`src/rtl/ace_ccu_snoop_tracker_pkg.sv`:
```
// Shared helpers for the CCU snoop tracker and its address-match sub-module.
// Holds no state. It provides width helpers so that degenerate parameter values
// (a single initiator, or a single table entry) still give signals at least one bit wide.
package ace_ccu_snoop_tracker_pkg;

   // Width of an index over n items, never narrower than 1 bit.
   function automatic int unsigned idx_width(input int unsigned n);
      return (n > 1) ? $clog2(n) : 1;
   endfunction

   // Width of a pointer into an n-entry circular table, never narrower than 1 bit.
   function automatic int unsigned ptr_width(input int unsigned n);
      return (n > 1) ? $clog2(n) : 1;
   endfunction

endpackage

```
`src/rtl/ace_ccu_cm_match.sv`:
```
// Address-match array for in-flight snoop entries.
// Each valid entry compares its stored address slice against the candidate slice. The module
// reports a per-entry hit vector, and the caller reduces that vector as needed.
// Ports:
//   valid_i    - per-entry valid bits
//   addr_i     - per-entry stored address slices
//   cmp_addr_i - candidate address slice
//   hit_o      - per-entry hit (valid && equal)
module ace_ccu_cm_match #(
   parameter int unsigned NumEntries = 4,
   parameter int unsigned Width      = 26
) (
   input  logic [NumEntries-1:0]            valid_i,
   input  logic [NumEntries-1:0][Width-1:0] addr_i,
   input  logic [Width-1:0]                 cmp_addr_i,
   output logic [NumEntries-1:0]            hit_o
);

   always_comb begin
      hit_o = '0;
      for (int unsigned i = 0; i < NumEntries; i++) begin
         hit_o[i] = valid_i[i] && (addr_i[i] == cmp_addr_i);
      end
   end

endmodule

```
`src/rtl/ace_ccu_snoop_tracker.sv`:
```
// In-flight snoop tracker between the CCU snoop arbiter and the AC fork.
// The tracker keeps a circular table of up to MaxTrans outstanding snoops. It stalls a new snoop
// when its cache-line slice matches an in-flight entry, or when the table is full. For each
// snoop it hands (sel, idx) to the response collector in allocation order. It frees the oldest
// issued entry on retire.
// Ports:
//   clk_i, rst_ni                       - clock, async active-low reset
//   inp_valid_i/inp_ready_o             - snoop request handshake from arbiter
//   inp_addr_i, inp_sel_i, inp_idx_i    - AC address, target outputs, originating initiator
//   oup_valid_o/oup_ready_i             - request towards AC fork (combinational path)
//   ctrl_valid_o/ctrl_ready_i           - per-snoop ctrl towards response collector
//   ctrl_sel_o, ctrl_idx_o              - sel/idx of oldest un-issued entry
//   retire_i                            - oldest issued snoop fully answered
//   usage_o                             - allocated entries
//   stall_o                             - request held back by conflict or full
module ace_ccu_snoop_tracker
   import ace_ccu_snoop_tracker_pkg::*;
#(
   parameter int unsigned NumInp      = 4,
   parameter int unsigned NumOup      = 2,
   parameter int unsigned MaxTrans    = 4,
   parameter int unsigned AddrWidth   = 32,
   parameter int unsigned CmAddrWidth = 26,
   parameter int unsigned CmAddrBase  = 6,
   parameter bit          EnConflict  = 1'b1,
   localparam int unsigned IdxW       = idx_width(NumInp),
   localparam int unsigned CntW       = $clog2(MaxTrans + 1)
) (
   input  logic                 clk_i,
   input  logic                 rst_ni,
   input  logic                 inp_valid_i,
   output logic                 inp_ready_o,
   input  logic [AddrWidth-1:0] inp_addr_i,
   input  logic [NumOup-1:0]    inp_sel_i,
   input  logic [IdxW-1:0]      inp_idx_i,
   output logic                 oup_valid_o,
   input  logic                 oup_ready_i,
   output logic                 ctrl_valid_o,
   input  logic                 ctrl_ready_i,
   output logic [NumOup-1:0]    ctrl_sel_o,
   output logic [IdxW-1:0]      ctrl_idx_o,
   input  logic                 retire_i,
   output logic [CntW-1:0]      usage_o,
   output logic                 stall_o
);

   localparam int unsigned PtrW = ptr_width(MaxTrans);

   typedef struct packed {
      logic [NumOup-1:0] sel;
      logic [IdxW-1:0]   idx;
   } ctrl_t;

   logic [MaxTrans-1:0]                  valid_q, valid_d;
   logic [MaxTrans-1:0][CmAddrWidth-1:0] addr_q, addr_d;
   ctrl_t [MaxTrans-1:0]                 ctrl_q, ctrl_d;
   logic [PtrW-1:0]                      wr_ptr_q, wr_ptr_d;
   logic [PtrW-1:0]                      ctrl_ptr_q, ctrl_ptr_d;
   logic [PtrW-1:0]                      rd_ptr_q, rd_ptr_d;
   // usage = allocated entries; pend = allocated but ctrl not yet issued
   logic [CntW-1:0]                      usage_q, usage_d;
   logic [CntW-1:0]                      pend_q, pend_d;

   logic [CmAddrWidth-1:0] cmp_addr;
   logic [MaxTrans-1:0]    hit_vec;
   logic                   hit, full, has_sel, alloc, ctrl_fire, ret_ok;
   logic [CntW-1:0]        issued;

   function automatic logic [PtrW-1:0] ptr_inc(input logic [PtrW-1:0] ptr);
      return (ptr == PtrW'(MaxTrans - 1)) ? '0 : ptr + PtrW'(1);
   endfunction

   assign cmp_addr = inp_addr_i[CmAddrBase +: CmAddrWidth];

   ace_ccu_cm_match #(
      .NumEntries (MaxTrans),
      .Width      (CmAddrWidth)
   ) u_cm_match (
      .valid_i    (valid_q),
      .addr_i     (addr_q),
      .cmp_addr_i (cmp_addr),
      .hit_o      (hit_vec)
   );

   // Compare uses registered state, so a same-cycle retire of the match still stalls.
   assign hit     = EnConflict && (|hit_vec);
   assign full    = (usage_q == CntW'(MaxTrans));
   assign has_sel = |inp_sel_i;
   assign issued  = usage_q - pend_q;

   // oup_valid_o never looks at oup_ready_i. A sel==0 snoop bypasses the fork but still allocates.
   assign oup_valid_o = inp_valid_i && has_sel && !full && !hit;
   assign inp_ready_o = (has_sel ? oup_ready_i : 1'b1) && !full && !hit;
   assign stall_o     = inp_valid_i && (full || hit);

   assign alloc        = inp_valid_i && inp_ready_o;
   assign ctrl_valid_o = (pend_q != '0);
   assign ctrl_fire    = ctrl_valid_o && ctrl_ready_i;
   assign ret_ok       = retire_i && (issued != '0);

   assign ctrl_sel_o = ctrl_q[ctrl_ptr_q].sel;
   assign ctrl_idx_o = ctrl_q[ctrl_ptr_q].idx;
   assign usage_o    = usage_q;

   always_comb begin
      valid_d    = valid_q;
      addr_d     = addr_q;
      ctrl_d     = ctrl_q;
      wr_ptr_d   = wr_ptr_q;
      ctrl_ptr_d = ctrl_ptr_q;
      rd_ptr_d   = rd_ptr_q;
      // Retire clears before allocate sets. With a non-full table they never hit the same slot.
      if (ret_ok) begin
         valid_d[rd_ptr_q] = 1'b0;
         rd_ptr_d          = ptr_inc(rd_ptr_q);
      end
      if (alloc) begin
         valid_d[wr_ptr_q]    = 1'b1;
         addr_d[wr_ptr_q]     = cmp_addr;
         ctrl_d[wr_ptr_q].sel = inp_sel_i;
         ctrl_d[wr_ptr_q].idx = inp_idx_i;
         wr_ptr_d             = ptr_inc(wr_ptr_q);
      end
      if (ctrl_fire) begin
         ctrl_ptr_d = ptr_inc(ctrl_ptr_q);
      end
      usage_d = usage_q + CntW'(alloc) - CntW'(ret_ok);
      pend_d  = pend_q + CntW'(alloc) - CntW'(ctrl_fire);
   end

   always_ff @(posedge clk_i or negedge rst_ni) begin
      if (!rst_ni) begin
         valid_q    <= '0;
         addr_q     <= '0;
         ctrl_q     <= '0;
         wr_ptr_q   <= '0;
         ctrl_ptr_q <= '0;
         rd_ptr_q   <= '0;
         usage_q    <= '0;
         pend_q     <= '0;
      end else begin
         valid_q    <= valid_d;
         addr_q     <= addr_d;
         ctrl_q     <= ctrl_d;
         wr_ptr_q   <= wr_ptr_d;
         ctrl_ptr_q <= ctrl_ptr_d;
         rd_ptr_q   <= rd_ptr_d;
         usage_q    <= usage_d;
         pend_q     <= pend_d;
      end
   end

   // Address bits outside the compared slice are intentionally ignored.
   logic unused_addr;
   assign unused_addr = ^inp_addr_i;

   // Retire with nothing issued-and-unretired is dropped.
   a_retire_legal: assert property (@(posedge clk_i) disable iff (!rst_ni)
      retire_i |-> (issued != '0));

endmodule
```
`config.mk`:
```
export PLATFORM = sky130hd
export DESIGN_NAME = ace_ccu_snoop_tracker
export DESIGN_NICKNAME = d
export VERILOG_FILES = /design/src/rtl/ace_ccu_snoop_tracker_pkg.sv /design/src/rtl/ace_ccu_cm_match.sv /design/src/rtl/ace_ccu_snoop_tracker.sv
export SDC_FILE = /design/constraint.sdc
export NUM_CORES = 1
export LEC_CHECK = 0
export CAP_MARGIN = 20
export CORE_ASPECT_RATIO = 0.6
export CORE_MARGIN = 2
export CORE_UTILIZATION = 33
export DETAILED_ROUTE_END_ITERATION = 8
export GPL_ROUTABILITY_DRIVEN = 0
export SYNTH_ARGS = -nofsm -noshare
export SYNTH_HDL_FRONTEND = slang
export SYNTH_SLANG_ARGS = --single-unit
export TNS_END_PERCENT = 100
```
`constraint.sdc`:
```
create_clock -name clk_i -period 3.9 [get_ports clk_i]
set_input_delay 1.17 -clock clk_i [delete_from_list [all_inputs] [get_ports clk_i]]
set_output_delay 1.17 -clock clk_i [all_outputs]
set_load 0.01 [all_outputs]
```
==> results.tsv, run 1 <==
stage	metric	value	unit
outcome	run_status	finished, violations left	
outcome	violations	setup timing	
die	die_h	116	um
power	peakVddDrop	0.339	mV
placed_design	dp_hpwl	10.7	mm
power	p_leak	3.70	nW
grt	grt_pass1_vias	4476	
synthesis	synthTopCellsByArea	dfrtp_1 (49%), mux2_2 (20%), xnor2_1 (14%)	
synthesis	synth_fp_nets	579	
die	start_util	34.0	%
finish	drive_gt1_share	45.6	%
timing	setup_viol	2	
timing	slew_headroom	55.8	%
clock_tree	clk_pin_slew	0.06	ns
placed_design	dp.cells	846	
finish	fin_area	8670	um^2
finish	layout.nets	655	
power	seq_power_share	39.7	%
worst_setup_path	crit_path_start_kind	input port	
finish	layoutNonFillerInstCount	882	
clock_tree	cts_sinks	136	
finish	n_antenna_cell	0	
route	dr.pass1.iters	4	
job	drv_cap	0	
worst_setup_path	r2r_start	addr_q[96]	
finish	multi_input_area	3380	um^2
finish	fill_cells	1888	
timing	final_max_slew_viol_count	0	
clock_tree	cts_root_buf	clkbuf_16	
synthesis	synth_area	6880	um^2
die	rows	40	
grt	grt_pass1_wl	24.7	mm
timing	fin_crit_sh	101	%
synthesis	synth_common_cells	dfrtp_1 (136), mux2_2 (122), xnor2_1 (110)	
timing	finClkSkew	0.00969	ns
power	pwr_density_cell	783	nW/um^2
power	power.total	0.00679	W
clock_tree	clock_latency	0.42	ns
power	comb_power_share	35.9	%
synthesis	yosysMostFrequentCell	dfrtp_1	
grt	grt_max_degree	70	
synthesis	synth_cell_types	24	
synthesis	synth_cells	520	
worst_setup_path	cpLargestDelayFamily	simple AND/OR/NAND/NOR gates	
synthesis	ys_warn_count	0	
grt	grt_usage	15.1	%
synthesis	avgSynthCellArea	13.2	um^2
timing	hold_viol	0	
synthesis	ys_seq_elements	136	
timing	hold_slack	0.491	ns
worst_setup_path	crit_buf_inv	3	
timing	layout_min_cycle_time	3.93	ns
power	net-switching-power	0.00216	W
min_path	hold_end	valid_q[0]	
worst_setup_path	reg2reg_slack	0.81	ns
worst_setup_path	rr_worst_depth	14	
synthesis	async_flop_share	100	%
power	p_clk_share	24.3	%
synthesis	synth_top_area_cell	dfrtp_1	
clock_tree	cts.htree.levels	4	
worst_setup_path	slowest_stage	or3_4	
die	die_width	190	um
timing	rsz0062_at_grt	true	
min_path	worstHoldStart	valid_q[0]	
finish	area_delta_synth_final	26.1	%
worst_setup_path	crit_path_end_kind	primary output	
power	intPower	0.00463	W
synthesis	yosysSeqAreaShare	49.5	%
route	drc	0	
route	viasPerCell	4.74	
clock_tree	clockBufferDepth	2	
grt	grt_overflow	0	
route	routed_wl	15.6	mm
timing	worst_pin_slew	0.662	ns
timing	setup_ws	-0.0339	ns
worst_setup_path	max_stage_delay	0.41	ns
timing	fmax	254	MHz
clock_tree	cts_tree	built	
placed_design	portBuffers	46	
route	drt_iter0_drc	247	
route	antenna_left	0	
placed_design	placed_cell_area	7800	um^2
worst_setup_path	crit_fanout	3	
synthesis	ys.flop_type	dfrtp_1	
synthesis	synth_enable_flop_cells	0	
finish	regArea	3400	um^2
route	via_count	4178	
die	die_area	22000	um^2
worst_setup_path	worstPathArrival	2.76	ns
worst_setup_path	critPathKind	in2out	
min_path	min_path_type	reg2reg	
worst_setup_path	rr_endpoint	usage_o[2]	
die	pin_count	53	
clock_tree	holdBufCountCts	0	
power	sw_frac_of_total	31.9	%
synthesis	synth_top_area_share	49.5	%
die	core_area	20200	um^2
min_path	min_path_cells	2	
grt	grt_antenna_before_repair	0	
clock_tree	cts_buffers	17	
worst_setup_path	critical_path_required	2.73	ns
route	avgRoutedWirePerCell	17.7	um
worst_setup_path	path_cells	buf_4 > buf_6 > xnor2_2 > nand4_1 > nor4_2 > a22o_1 > or3_4 > and2_1 > buf_2	
layer usage:
metal | track usage [%] | up-vias | wire length (um)
met5 | 0 | - | 0
met4 | 3.88 | 0 | 119
met3 | 3.76 | 15 | 881
met2 | 22.2 | 78 | 6800
met1 | 22.4 | 2163 | 7780
li1 | - | 1922 | -
cell families (layout without fill, tap and decap cells):
kind of cell               Yosys count  count (layout)  synth area share [%]
AOI/OAI and AO/OA                    9               9                 0.801
and+or+nand+nor                     67              67                  5.37
xor gates and xnor gates           110             110                  14.0
buffers and inverters               55             144                  5.73
DFF                                136             136                  49.5
adders and majority gates           17              17                  3.31
muxes                              126             126                  21.3
per-stage QoR:
stage / utilization (%) / worst slack, ns / TNS, ns
after global placement: 38.6 / -0.964 / -19.77
after global routing: 42.9 / -0.110 / -0.258
after floorplan: - / 0.209 / 0
final: 42.9 / -0.0339 / -0.0676
after detailed placement: 38.6 / -0.938 / -19.61
after CTS: 42.9 / -0.0634 / -0.108
flip-flops by register name, summed over array words and instances (netlist names):
signal,flops
wr_ptr_q,2
pend_q,3
usage_o,3
rd_ptr_q,2
ctrl_q,16
addr_q,104
ctrl_ptr_q,2
valid_q,4
worst min-delay path: stages, from the launching register on:
cell     delay [ns]
dfrtp_1        0.35
nand2_1        0.05
nand2_1        0.06
cell usage in the layout, fill, tap and decap left out, types with 3 or more instances in the layout:
master	count
buf_12	8
buf_2	15
buf_4	28
buf_6	21
clkbuf_16	17
clkbuf_2	5
clkdlybuf4s50_1	16
dfrtp_1	136
ha_1	15
inv_1	16
inv_6	7
mux2_2	122
mux4_2	4
nand2_1	18
nand3_2	3
nand4_1	24
nor2_1	4
nor3_1	3
nor4_2	4
o21ai_0	6
xnor2_1	80
xnor2_2	29
how the worst max path moves through the flow:
stage,end,start,depth (start not counted)
2_1_floorplan,oup_valid_o,inp_addr_i[19],7
3_3_place_gp,stall_o,inp_addr_i[29],8
3_5_place_dp,stall_o,inp_addr_i[9],9
4_1_cts,oup_valid_o,inp_addr_i[20],9
5_1_grt,oup_valid_o,inp_addr_i[13],9
6_report,stall_o,inp_addr_i[11],9
power groups by stage:
stage	registers [W]	clock network, W	logic [W]
after floorplan	0.00253	0	0.00176
after global placement	0.00260	0	0.00222
after detailed placement	0.00267	0	0.00232
after CTS	0.00269	0.00168	0.00244
after global routing	0.00279	0.00175	0.00267
final	0.00270	0.00165	0.00244
area by class of cell:
cell class	count	share of cell area [%]
sequential	136	39.2
tap	273	3.94
timing repair buffer	96	10.3
multi-input combinational	329	38.9
clock inverter	13	1.80
inverter	16	0.693
clock buffer	19	5.11
repair_timing:
item	4_1_cts	5_1_grt
setup endpoints to repair	5	3
buffers inserted	9	1
pin swaps	37	26
resized for setup	167	16
Note: power is estimated with default switching activity, not from simulation.
==> run 2, diff against run 1 <==
--- a/config.mk
+++ b/config.mk
@@ -9,6 +9,7 @@
 export CORE_ASPECT_RATIO = 0.6
 export CORE_MARGIN = 2
 export CORE_UTILIZATION = 33
+export CTS_BUF_LIST = sky130_fd_sc_hd__clkbuf_4 sky130_fd_sc_hd__clkbuf_8
 export DETAILED_ROUTE_END_ITERATION = 8
 export GPL_ROUTABILITY_DRIVEN = 0
 export SYNTH_ARGS = -nofsm -noshare
==> run 2 against run 1 <==
  * The flow still finishes with violations (setup timing)
  * Combinational power about the same
  * Global-route usage about the same
  * Core utilization decreased by 0.79 points
  * Sequential power about the same
  * Power decreased by 6.1%
  * Sequential share of layout area increased by 0.74 points
  * Via count decreased by 0.26%
  * Non-clock buffer count increased by 1
  * Register-to-register slack improved by 0.07 ns
  * Wire length decreased by 0.60%
  * Clock power decreased by 25%
  * Critical endpoint unchanged
  * Highest routed layer unchanged
==> results.tsv, run 2 (same netlist as run 1, synthesis figures left out) <==
stage	metric	value	unit
timing	rsz0062_at_grt	true	
finish	top_register	addr_q	
finish	layout_commonest_cell	dfrtp_1	
timing	hold_viol	0	
worst_setup_path	worstPathArrival	2.76	ns
clock_tree	cts_sinks	136	
grt	grt_overflow	0	
min_path	min_path_cells	2	
route	route.met3.wl	660	um
timing	fmax	254	MHz
route	wl_met1	7.94	mm
timing	finClkSkew	0.0172	ns
timing	layout_min_cycle_time	3.93	ns
power	pwr_density_cell	749	nW/um^2
die	die_width	190	um
die	core_area	20200	um^2
placed_design	dp.cells	846	
route	via_count	4167	
clock_tree	cts_tree	built	
outcome	violations	setup timing	
clock_tree	cts_buffers	17	
finish	final_cell_mix	dfrtp_1 (136), mux2_2 (122), xnor2_1 (80), buf_4 (29), xnor2_2 (28)	
worst_setup_path	r2r_start	addr_q[96]	
clock_tree	clockBufferDepth	2	
timing	setup_viol	2	
worst_setup_path	crit_fanout	3	
worst_setup_path	critical_path_required	2.73	ns
timing	setup_ws	-0.0337	ns
placed_design	dp_hpwl	10.7	mm
die	die_h	116	um
grt	grt_pass1_wl	24.6	mm
outcome	run_status	finished, violations left	
placed_design	placed_cell_area	7800	um^2
power	p_clk_share	19.3	%
power	p_leak	3.62	nW
worst_setup_path	crit_path_end_kind	primary output	
timing	slew_headroom	55.7	%
die	die_area	22000	um^2
grt	grt_pass1_vias	4463	
power	sw_frac_of_total	33.1	%
power	comb_power_share	38.4	%
timing	hold_slack	0.492	ns
job	drv_cap	0	
power	peakVddDrop	0.350	mV
route	routed_wl	15.5	mm
clock_tree	cts_root_buf	clkbuf_8	
grt	grt_max_degree	70	
clock_tree	clock_latency	0.46	ns
power	power.total	0.00638	W
finish	largest_reg_flops	104	
min_path	min_path_type	reg2reg	
finish	reg.largest.list	addr_q (104), ctrl_q (16), valid_q (4)	
grt	grt_antenna_before_repair	0	
finish	n_antenna_cell	0	
route	viasPerCell	4.72	
route	maxUsedRoutingLayer	met4	
min_path	worstHoldStart	valid_q[0]	
worst_setup_path	critPathKind	in2out	
finish	layout.nets	656	
finish	area_delta_synth_final	23.8	%
worst_setup_path	crit_path_start_kind	input port	
route	antenna_left	0	
finish	drive_gt1_share	45.9	%
finish	fin_area	8510	um^2
clock_tree	clk_pin_slew	0.08	ns
clock_tree	cts.htree.levels	4	
power	net-switching-power	0.00211	W
finish	layoutNonFillerInstCount	883	
die	rows	40	
die	start_util	34.0	%
timing	final_max_slew_viol_count	0	
die	pin_count	53	
worst_setup_path	rr_worst_depth	14	
worst_setup_path	crit_start	inp_addr_i[13]	
route	drt_iter0_drc	262	
power	seq_power_share	42.3	%
route	drc	0	
grt	grt_usage	15.1	%
placed_design	portBuffers	46	
timing	worst_pin_slew	0.665	ns
route	avgRoutedWirePerCell	17.5	um
route	dr.pass1.iters	4	
timing	fin_crit_sh	101	%
route	wl_met2	6.78	mm
power	intPower	0.00427	W
[run 2: cell count changes in the layout (fill, tap and decap cells not counted), sizes merged]
| cell | change |
|---|---|
| clkbuf | +1 |
[run 2: cell type report]
| class | instances | area [um^2] |
|---|---|---|
| Clock buffer | 19 | 255 |
| Clock inverter | 13 | 156 |
| Fill cell | 1910 | 11700 |
| Inverter | 16 | 60.1 |
| Multi-Input combinational cell | 329 | 3390 |
| Sequential cell | 136 | 3400 |
| Tap cell | 273 | 342 |
| Timing Repair Buffer | 97 | 908 |
[run 2: power groups by stage]
| stage | logic (W) | clock network, W | registers [W] |
|---|---|---|---|
| after floorplan | 0.00176 | 0 | 0.00253 |
| final | 0.00245 | 0.00123 | 0.00270 |
| after global placement | 0.00222 | 0 | 0.00260 |
| after detailed placement | 0.00232 | 0 | 0.00267 |
| after CTS | 0.00244 | 0.00126 | 0.00268 |
| after global routing | 0.00268 | 0.00133 | 0.00279 |
[run 2: per-layer routing]
layer | vias to the layer above | global-route usage [%]
met5 | - | 0
met4 | 0 | 3.57
met3 | 12 | 4.03
met2 | 69 | 22.1
met1 | 2159 | 22.3
li1 | 1927 | -
[run 2: worst max-delay path, stage by stage]
cell and delay (ns):
buf_6 0.09, buf_6 0.10, xnor2_2 0.12, nand4_1 0.21, nor4_2 0.09, a22o_1 0.27
or3_4 0.41, and2_1 0.16, buf_2 0.13
[run 2: timing repair]
item | 4_1_cts | 5_1_grt
hold endpoints to repair | 0 | 0
resized for setup | 167 | 20
pin swaps | 36 | 23
hold buffers | 0 | 0
setup endpoints to repair | 5 | 3
setup buffers | 10 | 1
[run 2: path summary, 6_finish.rpt]
check / to / slack (ns)
setup / recovery: stall_o / -0.03
hold / removal: valid_q[0] / 0.49
setup reg to reg: usage_o[2] / 0.88
hold reg to reg: valid_q[0] / 0.49
max in group asynchronous: addr_q[38] / 2.34
min in group asynchronous: addr_q[40] / 0.72
[run 2: stage by stage]
| stage | setup WS [ns] | utilization [%] | TNS (ns) |
|---|---|---|---|
| 2_1_floorplan | 0.209 | - | 0 |
| 3_3_place_gp | -0.964 | 38.6 | -19.77 |
| 3_5_place_dp | -0.938 | 38.6 | -19.61 |
| 4_1_cts | -0.0634 | 42.0 | -0.108 |
| 5_1_grt | -0.110 | 42.1 | -0.257 |
| 6_report | -0.0337 | 42.1 | -0.0672 |
